[config.mk]
export PLATFORM = sky130hd
export DESIGN_NAME = hd44780_lcd_responder_flat
export DESIGN_NICKNAME = d
export VERILOG_FILES = /design/src/rtl/hd44780_lcd_responder_if.sv /design/src/rtl/hd44780_lcd_responder.sv /design/src/flat_wrapper.sv
export SDC_FILE = /design/constraint.sdc
export NUM_CORES = 1
export LEC_CHECK = 0
export ABC_AREA = 1
export CAP_MARGIN = 20
export CORE_UTILIZATION = 64
export CTS_CLUSTER_DIAMETER = 200
export DETAILED_ROUTE_END_ITERATION = 16
export DONT_BUFFER_PORTS = 1
export HOLD_SLACK_MARGIN = 0.15
export PLACE_DENSITY_LB_ADDON = 0.2
export SYNTH_ARGS = -nofsm -noshare
export SYNTH_HDL_FRONTEND = slang
export SYNTH_SLANG_ARGS = --single-unit
[constraint.sdc]
create_clock -name clk -period 3.4 [get_ports clk]
set_input_delay 0.68 -clock clk [delete_from_list [all_inputs] [get_ports clk]]
set_output_delay 0.68 -clock clk [all_outputs]
set_load 0.02 [all_outputs]
[src/rtl/hd44780_lcd_responder_if.sv]
// LCD bus between an HD44780-style controller (master) and the panel-side responder (slave).
// The controller drives rs/rw/e/data; the responder answers reads on lcd_data_out/lcd_data_oe.
interface hd44780_lcd_responder_if;
  logic       lcd_rs;
  logic       lcd_rw;
  logic       lcd_e;
  logic [7:0] lcd_data_in;
  logic [7:0] lcd_data_out;
  logic       lcd_data_oe;

  modport master (
    output lcd_rs,
    output lcd_rw,
    output lcd_e,
    output lcd_data_in,
    input  lcd_data_out,
    input  lcd_data_oe
  );

  modport slave (
    input  lcd_rs,
    input  lcd_rw,
    input  lcd_e,
    input  lcd_data_in,
    output lcd_data_out,
    output lcd_data_oe
  );
endinterface

[src/rtl/hd44780_lcd_responder.sv]
// Device-side model of a 16x2 HD44780 panel in 8-bit mode: decodes bus transfers on the falling
// edge of e, keeps a 32-entry screen buffer, and answers busy-flag and data reads.
module hd44780_lcd_responder #(
  parameter int SYNC_STAGES  = 2,
  parameter int BUSY_CYCLES  = 50,
  parameter int CLEAR_CYCLES = 1000
) (
  input  logic                          clk,
  input  logic                          rst,
  hd44780_lcd_responder_if.slave        lcd,
  input  logic [4:0]                    rd_addr,
  output logic [7:0]                    rd_char,
  output logic                          busy,
  output logic                          display_on,
  output logic                          cursor_on,
  output logic                          two_line_8bit,
  output logic [6:0]                    ddram_addr,
  output logic                          cmd_strobe,
  output logic                          data_strobe,
  output logic                          write_while_busy
);

  localparam int MAX_CYCLES = (CLEAR_CYCLES > BUSY_CYCLES) ? CLEAR_CYCLES : BUSY_CYCLES;
  localparam int CW         = $clog2(MAX_CYCLES + 1);
  localparam int BW         = 11;

  localparam logic [CW-1:0] BUSY_LOAD  = CW'(BUSY_CYCLES);
  localparam logic [CW-1:0] HOME_LOAD  = CW'(CLEAR_CYCLES);
  localparam logic [CW-1:0] CLEAR_LOAD = CW'(CLEAR_CYCLES - 32);
  localparam logic [CW-1:0] CNT_ONE    = CW'(1);

  typedef enum logic [1:0] {
    S_IDLE,
    S_EXEC,
    S_CLEARING,
    S_BUSY_WAIT
  } state_t;

  // Bus synchronizer; each stage holds {rs, rw, e, data}
  logic [BW-1:0] sync_q [SYNC_STAGES];
  logic [BW-1:0] sync_d [SYNC_STAGES];
  logic [BW-1:0] prev_q;
  logic [BW-1:0] prev_d;

  state_t        state_q, state_d;
  logic [CW-1:0] cnt_q, cnt_d;
  logic [4:0]    clr_idx_q, clr_idx_d;
  logic          from_reset_q, from_reset_d;
  logic [6:0]    ac_q, ac_d;
  logic          id_q, id_d;
  logic          display_on_q, display_on_d;
  logic          cursor_on_q, cursor_on_d;
  logic          two_line_q, two_line_d;
  logic          wwb_q, wwb_d;
  logic          cmd_strobe_q, cmd_strobe_d;
  logic          data_strobe_q, data_strobe_d;
  logic          op_rs_q, op_rs_d;
  logic          op_rw_q, op_rw_d;
  logic [7:0]    op_data_q, op_data_d;
  logic [7:0]    rd_char_q, rd_char_d;

  logic [7:0]    screen_q [32];
  logic          scr_we;
  logic [4:0]    scr_waddr;
  logic [7:0]    scr_wdata;

  logic          cur_rs;
  logic          cur_rw;
  logic          cur_e;
  logic          ev_rs;
  logic          ev_rw;
  logic          ev_e;
  logic [7:0]    ev_data;
  logic          bus_event;
  logic          busy_w;
  logic          ac_mapped;
  logic [4:0]    ac_idx;
  logic [6:0]    ac_step;
  logic          rd_oe;
  logic [7:0]    rd_out;

  always_comb begin
    sync_d[0] = {lcd.lcd_rs, lcd.lcd_rw, lcd.lcd_e, lcd.lcd_data_in};
    for (int i = 1; i < SYNC_STAGES; i++) begin
      sync_d[i] = sync_q[i-1];
    end
    prev_d = sync_q[SYNC_STAGES-1];
  end

  always_ff @(posedge clk or posedge rst) begin
    if (rst) begin
      for (int i = 0; i < SYNC_STAGES; i++) begin
        sync_q[i] <= '0;
      end
      prev_q <= '0;
    end else begin
      for (int i = 0; i < SYNC_STAGES; i++) begin
        sync_q[i] <= sync_d[i];
      end
      prev_q <= prev_d;
    end
  end

  assign cur_rs    = sync_q[SYNC_STAGES-1][10];
  assign cur_rw    = sync_q[SYNC_STAGES-1][9];
  assign cur_e     = sync_q[SYNC_STAGES-1][8];
  assign ev_rs     = prev_q[10];
  assign ev_rw     = prev_q[9];
  assign ev_e      = prev_q[8];
  assign ev_data   = prev_q[7:0];
  assign bus_event = ev_e & ~cur_e;
  assign busy_w    = (state_q != S_IDLE);

  // Only 0x00-0x0F and 0x40-0x4F are visible on a 16x2 panel
  assign ac_mapped = (ac_q[5:4] == 2'b00);
  assign ac_idx    = {ac_q[6], ac_q[3:0]};

  always_comb begin
    ac_step = ac_q;
    if (id_q) begin
      if (ac_q == 7'h27) begin
        ac_step = 7'h40;
      end else if (ac_q == 7'h67) begin
        ac_step = 7'h00;
      end else begin
        ac_step = ac_q + 7'd1;
      end
    end else begin
      if (ac_q == 7'h00) begin
        ac_step = 7'h67;
      end else if (ac_q == 7'h40) begin
        ac_step = 7'h27;
      end else begin
        ac_step = ac_q - 7'd1;
      end
    end
  end

  always_comb begin
    state_d       = state_q;
    cnt_d         = cnt_q;
    clr_idx_d     = clr_idx_q;
    from_reset_d  = from_reset_q;
    ac_d          = ac_q;
    id_d          = id_q;
    display_on_d  = display_on_q;
    cursor_on_d   = cursor_on_q;
    two_line_d    = two_line_q;
    wwb_d         = wwb_q;
    cmd_strobe_d  = 1'b0;
    data_strobe_d = 1'b0;
    op_rs_d       = op_rs_q;
    op_rw_d       = op_rw_q;
    op_data_d     = op_data_q;
    scr_we        = 1'b0;
    scr_waddr     = clr_idx_q;
    scr_wdata     = 8'h20;

    if (bus_event && busy_w && !ev_rw) begin
      wwb_d = 1'b1;
    end

    case (state_q)
      S_IDLE: begin
        // Busy-flag reads (rs=0, rw=1) never start an operation
        if (bus_event && !(ev_rw && !ev_rs)) begin
          op_rs_d   = ev_rs;
          op_rw_d   = ev_rw;
          op_data_d = ev_data;
          state_d   = S_EXEC;
        end
      end

      S_EXEC: begin
        state_d = S_BUSY_WAIT;
        cnt_d   = BUSY_LOAD;
        if (!op_rs_q) begin
          cmd_strobe_d = 1'b1;
          casez (op_data_q)
            8'b1???????: ac_d = op_data_q[6:0];
            8'b01??????: begin end
            8'b001?????: two_line_d = op_data_q[4] & op_data_q[3];
            8'b0001????: begin end
            8'b00001???: begin
              display_on_d = op_data_q[2];
              cursor_on_d  = op_data_q[1];
            end
            8'b000001??: id_d = op_data_q[1];
            8'b0000001?: begin
              ac_d  = 7'h00;
              cnt_d = HOME_LOAD;
            end
            8'b00000001: begin
              ac_d         = 7'h00;
              id_d         = 1'b1;
              cnt_d        = CLEAR_LOAD;
              clr_idx_d    = 5'd0;
              from_reset_d = 1'b0;
              state_d      = S_CLEARING;
            end
            default: begin end
          endcase
        end else begin
          if (!op_rw_q) begin
            data_strobe_d = 1'b1;
            if (ac_mapped) begin
              scr_we    = 1'b1;
              scr_waddr = ac_idx;
              scr_wdata = op_data_q;
            end
          end
          ac_d = ac_step;
        end
      end

      S_CLEARING: begin
        scr_we    = 1'b1;
        scr_waddr = clr_idx_q;
        scr_wdata = 8'h20;
        clr_idx_d = clr_idx_q + 5'd1;
        if (clr_idx_q == 5'd31) begin
          state_d      = from_reset_q ? S_IDLE : S_BUSY_WAIT;
          from_reset_d = 1'b0;
        end
      end

      S_BUSY_WAIT: begin
        if (cnt_q <= CNT_ONE) begin
          state_d = S_IDLE;
        end else begin
          cnt_d = cnt_q - CNT_ONE;
        end
      end

      default: state_d = S_IDLE;
    endcase
  end

  // Reset lands in CLEARING so the buffer is blanked after every reset
  always_ff @(posedge clk or posedge rst) begin
    if (rst) begin
      state_q       <= S_CLEARING;
      cnt_q         <= '0;
      clr_idx_q     <= 5'd0;
      from_reset_q  <= 1'b1;
      ac_q          <= 7'h00;
      id_q          <= 1'b1;
      display_on_q  <= 1'b0;
      cursor_on_q   <= 1'b0;
      two_line_q    <= 1'b0;
      wwb_q         <= 1'b0;
      cmd_strobe_q  <= 1'b0;
      data_strobe_q <= 1'b0;
      op_rs_q       <= 1'b0;
      op_rw_q       <= 1'b0;
      op_data_q     <= 8'h00;
      rd_char_q     <= 8'h00;
    end else begin
      state_q       <= state_d;
      cnt_q         <= cnt_d;
      clr_idx_q     <= clr_idx_d;
      from_reset_q  <= from_reset_d;
      ac_q          <= ac_d;
      id_q          <= id_d;
      display_on_q  <= display_on_d;
      cursor_on_q   <= cursor_on_d;
      two_line_q    <= two_line_d;
      wwb_q         <= wwb_d;
      cmd_strobe_q  <= cmd_strobe_d;
      data_strobe_q <= data_strobe_d;
      op_rs_q       <= op_rs_d;
      op_rw_q       <= op_rw_d;
      op_data_q     <= op_data_d;
      rd_char_q     <= rd_char_d;
    end
  end

  always_ff @(posedge clk) begin
    if (scr_we) begin
      screen_q[scr_waddr] <= scr_wdata;
    end
  end

  // rd_char samples the pre-write contents when a write hits the same entry
  always_comb begin
    rd_char_d = screen_q[rd_addr];
  end

  always_comb begin
    rd_oe  = cur_e & cur_rw;
    rd_out = 8'h00;
    if (rd_oe) begin
      if (cur_rs) begin
        rd_out = ac_mapped ? screen_q[ac_idx] : 8'h20;
      end else begin
        rd_out = {busy_w, ac_q};
      end
    end
  end

  assign lcd.lcd_data_out = rd_out;
  assign lcd.lcd_data_oe  = rd_oe;
  assign rd_char          = rd_char_q;
  assign busy             = busy_w;
  assign display_on       = display_on_q;
  assign cursor_on        = cursor_on_q;
  assign two_line_8bit    = two_line_q;
  assign ddram_addr       = ac_q;
  assign cmd_strobe       = cmd_strobe_q;
  assign data_strobe      = data_strobe_q;
  assign write_while_busy = wwb_q;

endmodule
[src/flat_wrapper.sv]
// flat-port wrapper written by rule: the top's interface ports become plain ports
module hd44780_lcd_responder_flat 
#(
  parameter int SYNC_STAGES  = 2,
  parameter int BUSY_CYCLES  = 50,
  parameter int CLEAR_CYCLES = 1000
)
  (clk, rst, rd_addr, rd_char, busy, display_on, cursor_on, two_line_8bit, ddram_addr, cmd_strobe, data_strobe, write_while_busy, lcd_lcd_rs, lcd_lcd_rw, lcd_lcd_e, lcd_lcd_data_in, lcd_lcd_data_out, lcd_lcd_data_oe);
  hd44780_lcd_responder_if lcd_i ();
  input  logic clk;
  input  logic rst;
  input  logic [4:0] rd_addr;
  output logic [7:0] rd_char;
  output logic busy;
  output logic display_on;
  output logic cursor_on;
  output logic two_line_8bit;
  output logic [6:0] ddram_addr;
  output logic cmd_strobe;
  output logic data_strobe;
  output logic write_while_busy;
  input wire logic [$bits(lcd_i.lcd_rs)-1:0] lcd_lcd_rs;
  input wire logic [$bits(lcd_i.lcd_rw)-1:0] lcd_lcd_rw;
  input wire logic [$bits(lcd_i.lcd_e)-1:0] lcd_lcd_e;
  input wire logic [$bits(lcd_i.lcd_data_in)-1:0] lcd_lcd_data_in;
  output wire logic [$bits(lcd_i.lcd_data_out)-1:0] lcd_lcd_data_out;
  output wire logic [$bits(lcd_i.lcd_data_oe)-1:0] lcd_lcd_data_oe;
  assign lcd_i.lcd_rs = lcd_lcd_rs;
  assign lcd_i.lcd_rw = lcd_lcd_rw;
  assign lcd_i.lcd_e = lcd_lcd_e;
  assign lcd_i.lcd_data_in = lcd_lcd_data_in;
  assign lcd_lcd_data_out = lcd_i.lcd_data_out;
  assign lcd_lcd_data_oe = lcd_i.lcd_data_oe;
  hd44780_lcd_responder #(.SYNC_STAGES(SYNC_STAGES), .BUSY_CYCLES(BUSY_CYCLES), .CLEAR_CYCLES(CLEAR_CYCLES)) u_core (.clk(clk), .rst(rst), .lcd(lcd_i), .rd_addr(rd_addr), .rd_char(rd_char), .busy(busy), .display_on(display_on), .cursor_on(cursor_on), .two_line_8bit(two_line_8bit), .ddram_addr(ddram_addr), .cmd_strobe(cmd_strobe), .data_strobe(data_strobe), .write_while_busy(write_while_busy));
endmodule
==> results.yml <==
status:
  status: "complete, no violations"
worst_setup_path:
  crit_buf_inv: 3
  r2r_slack_ps: 360
  cp.required_ps: 2720
  reg2reg_to: "u_core.screen_q[26][1]"
  cp.arrival_ps: 2650
  crit_chain: "inv_4, buf_12, nand2_1, nand2_1, nand2_1, nand3_1, nand3_1, nand2_1, nand2_1, nand3_2, nand2_1, inv_1"
  cp_slowest_stage_delay_ps: 530
  rr_worst_depth: 9
  critPathKind: "flip-flop to output port"
  cpMostUsedCell: "nand2_1"
  worst_path_max_delay_cell: "dfrtp_4"
  cpLargestDelayFamily: "simple AND/OR/NAND/NOR gates"
  endpoint_kind: "output port"
  cp-start-kind: "flip-flop"
  cp_max_fo: 26
  reg2reg_from: "u_core.state_q[1]"
sta:
  tightest_slew_ps: 1050
  setup-tns-final_ps: 0
  hold_violations: 0
  fin_skew_ps: 13.3
  slew_headroom_pct: 29.7
  slew_viol_final: 0
  rsz0062_at_grt: "yes"
  finalCriticalPeriod_ps: 3330
  max_freq_ghz: 0.300
  fin_crit_sh_pct: 97.9
  setup_violations: 0
  hold_slack_ps: 196
logic_synthesis:
  yosys_warnings: 0
  synthDistinctLibCells: 40
  synth_top_area_share_pct: 45.3
  synth_nets: 1972
  synthCells: 1944
  synth_area_leaders: "edfxtp_1 45%, dfrtp_1 12%, nand2_1 11%, nand3_1 6.1%, o21ai_0 5.0%"
  synth.most_common_cell: "nand2_1"
  async_flop_share_pct: 24.5
  synth-seq-cells: 339
  synth_edf_count: 256
  yosys.area.top_type: "edfxtp_1"
  synth_common_cells: "486 x nand2_1, 256 x edfxtp_1, 206 x nand3_1"
  synth_area_um2: 17000
  seq_area_frac_synth_pct: 57.6
  yosys_most_used_dff: "edfxtp_1"
  syn_area_per_cell_um2: 8.72
floorplan:
  die_h_um: 165
  core-area_um2: 26100
  start_util_pct: 65.1
  die_width_um: 165
  num_rows: 59
  ioPinCount: 49
  die-area_um2: 27200
final_layout:
  n_antenna_cell: 0
  nNetsFinal: 1971
  drive_above_1_share_pct: 7.68
  final_area_um2: 18700
  nFillCells: 1859
  syn_to_final_growth_pct: 10.1
routing:
  dr.pass1.iters: 9
  routed_wirelength_um: 47400
  dr_total_vias: 14336
  drtIter0Drc: 2200
  drc_errors: 0
  antenna_left: 0
  vias_per_cell: 6.23
  avgRoutedWirePerCell_um: 20.6
clock_tree:
  clkTransAtPathRegs_ps: 60
  cts_root_buf: "clkbuf_16"
  worstSkewPairLatency_ps: 520
  cts_tree: "built"
  numCtsBuffers: 37
  post_cts_buffers: 0
  cts.path.max_buffers: 3
  clock-sinks: 339
  htree_levels: 2
power_and_ir_drop:
  ir_worst_vdd_uv: 745
  p_leak_nw: 7.98
  p_per_area_nw_per_um2: 723
run:
  cap_violations: 0
global_routing:
  antenna_found_initial: 0
  grt_use_total_pct: 35.4
  grt_start_max_net_pins: 168
  first_global_vias: 13487
  grt_overflow_total: 0
  grt_pass1_wl_um: 72100
worst_hold_path:
  min_to: "u_core.sync_d[4]"
  hp-class: "primary input to flip-flop"
  min_from: "lcd_lcd_data_in[4]"
  hold_depth: 0
placement:
  hpwl_um: 28500
  numPortBuffers: 0
  dpl-instance-area_um2: 17500
  place.gp.congestion: 0.918
timing repair:
item / 4_1_cts / 5_1_grt
hold buffers: 0 / 1
hold endpoints to repair: 0 / 16
gates resized for setup: 0 / 7
endpoints found under the setup margin: 0 / 7
metal layers:
layer  GRT usage [%]  vias to the layer above  routed length (µm)
li1                -                     6492                   -
met1            46.5                     6663               17400
met2            55.3                      987               21900
met3            6.40                      194                5520
met4            20.6                        0                2650
met5               0                        -                   0
registers in the layout (all words and copies together) (netlist names):
signal and cells:
u_core.from_reset_q 1, u_core.op_data_q 8, u_core.op_rw_q 1, u_core.display_on 1, u_core.rd_char 8, u_core.sync_d 11, u_core.write_while_busy 1, u_core.prev_d 11
u_core.ddram_addr 7, u_core.state_q 2, u_core.cnt_q 10, u_core.data_strobe 1, u_core.cmd_strobe 1, u_core.two_line_8bit 1, u_core.cursor_on 1, u_core.screen_q 256
u_core.id_q 1, u_core.clr_idx_q 5, u_core.op_rs_q 1, u_core.prev_q 11
stage by stage:
stage	util, %	setup slack (ps)	cells	total power [mW]
after floorplan	-	588	1944	8.30
after global placement	67.2	592	2236	9.53
after detailed placement	67.2	520	2236	9.65
after CTS	71.3	33.3	2298	13.3
after global routing	71.6	3.27	2301	14.1
final	71.6	70.6	2301	13.5
report_power, final:
| group | total [mW] | switching (mW) | internal, mW |
|---|---|---|---|
| sequential | 5.12 | 0.283 | 4.84 |
| clock | 3.66 | 1.54 | 2.12 |
| combinational | 4.71 | 3.35 | 1.36 |
| total | 13.5 | 5.17 | 8.32 |
worst reg2reg max path, cell delays in order (launching register included):
cell and delay (ps):
dfstp_2 380, inv_1 110, ha_1 180, inv_1 150
nor3_4 300, nand2_4 220, o21ai_0 410, nand3_1 480
nor2_1 300, buf_4 220
worst max path at each step:
stage                                    start                     end  slack [ps]  cells past startpoint
after detailed placement     u_core.state_q[1]  u_core.screen_q[25][1]         520                      9
after floorplan                            rst     u_core.clr_idx_q[0]         590                      1
after global placement    u_core.ddram_addr[0]     lcd_lcd_data_out[7]         590                     11
final                     u_core.ddram_addr[0]     lcd_lcd_data_out[0]          70                     12
after global routing      u_core.ddram_addr[0]     lcd_lcd_data_out[7]           3                     11
after CTS                 u_core.ddram_addr[0]     lcd_lcd_data_out[0]          30                     11
cell type report:
cell class / count / area (µm²) / share of cell area, %
clock inverter: 12 / 85.1 / 0.456
sequential: 339 / 9770 / 52.3
clock buffer: 50 / 995 / 5.33
tap: 335 / 419 / 2.25
inverter: 200 / 754 / 4.04
timing repair buffer: 75 / 664 / 3.56
multi-input combinational: 1290 / 5980 / 32.0
kinds of logic (layout without fill, tap and decap cells):
logic type	Yosys count	count (layout)	synth area share, %
simple gates	910	910	22.0
xor+xnor	6	6	0.310
buf+inv	315	337	7.32
mux	1	1	0.0590
fa+ha+maj	10	10	0.738
compound gates	363	363	12.0
flops	339	339	57.6
layout by cell type (no fill, tap or decap), drive strengths merged, types with 2 or more instances in the layout:
cell / count
inv: 200
o21bai: 23
a21oi: 114
nor3: 5
nor2: 201
o221ai: 9
dfstp: 3
a211oi: 15
nand2: 487
ha: 10
nand4: 6
dfrtp: 80
edfxtp: 256
clkinv: 11
a31oi: 2
nand3: 206
o22ai: 12
o21a: 2
o21ai: 172
buf: 73
clkbuf: 51
or2: 2
xor2: 6
o211ai: 11
No activity file was read; power rests on OpenSTA's default activity.
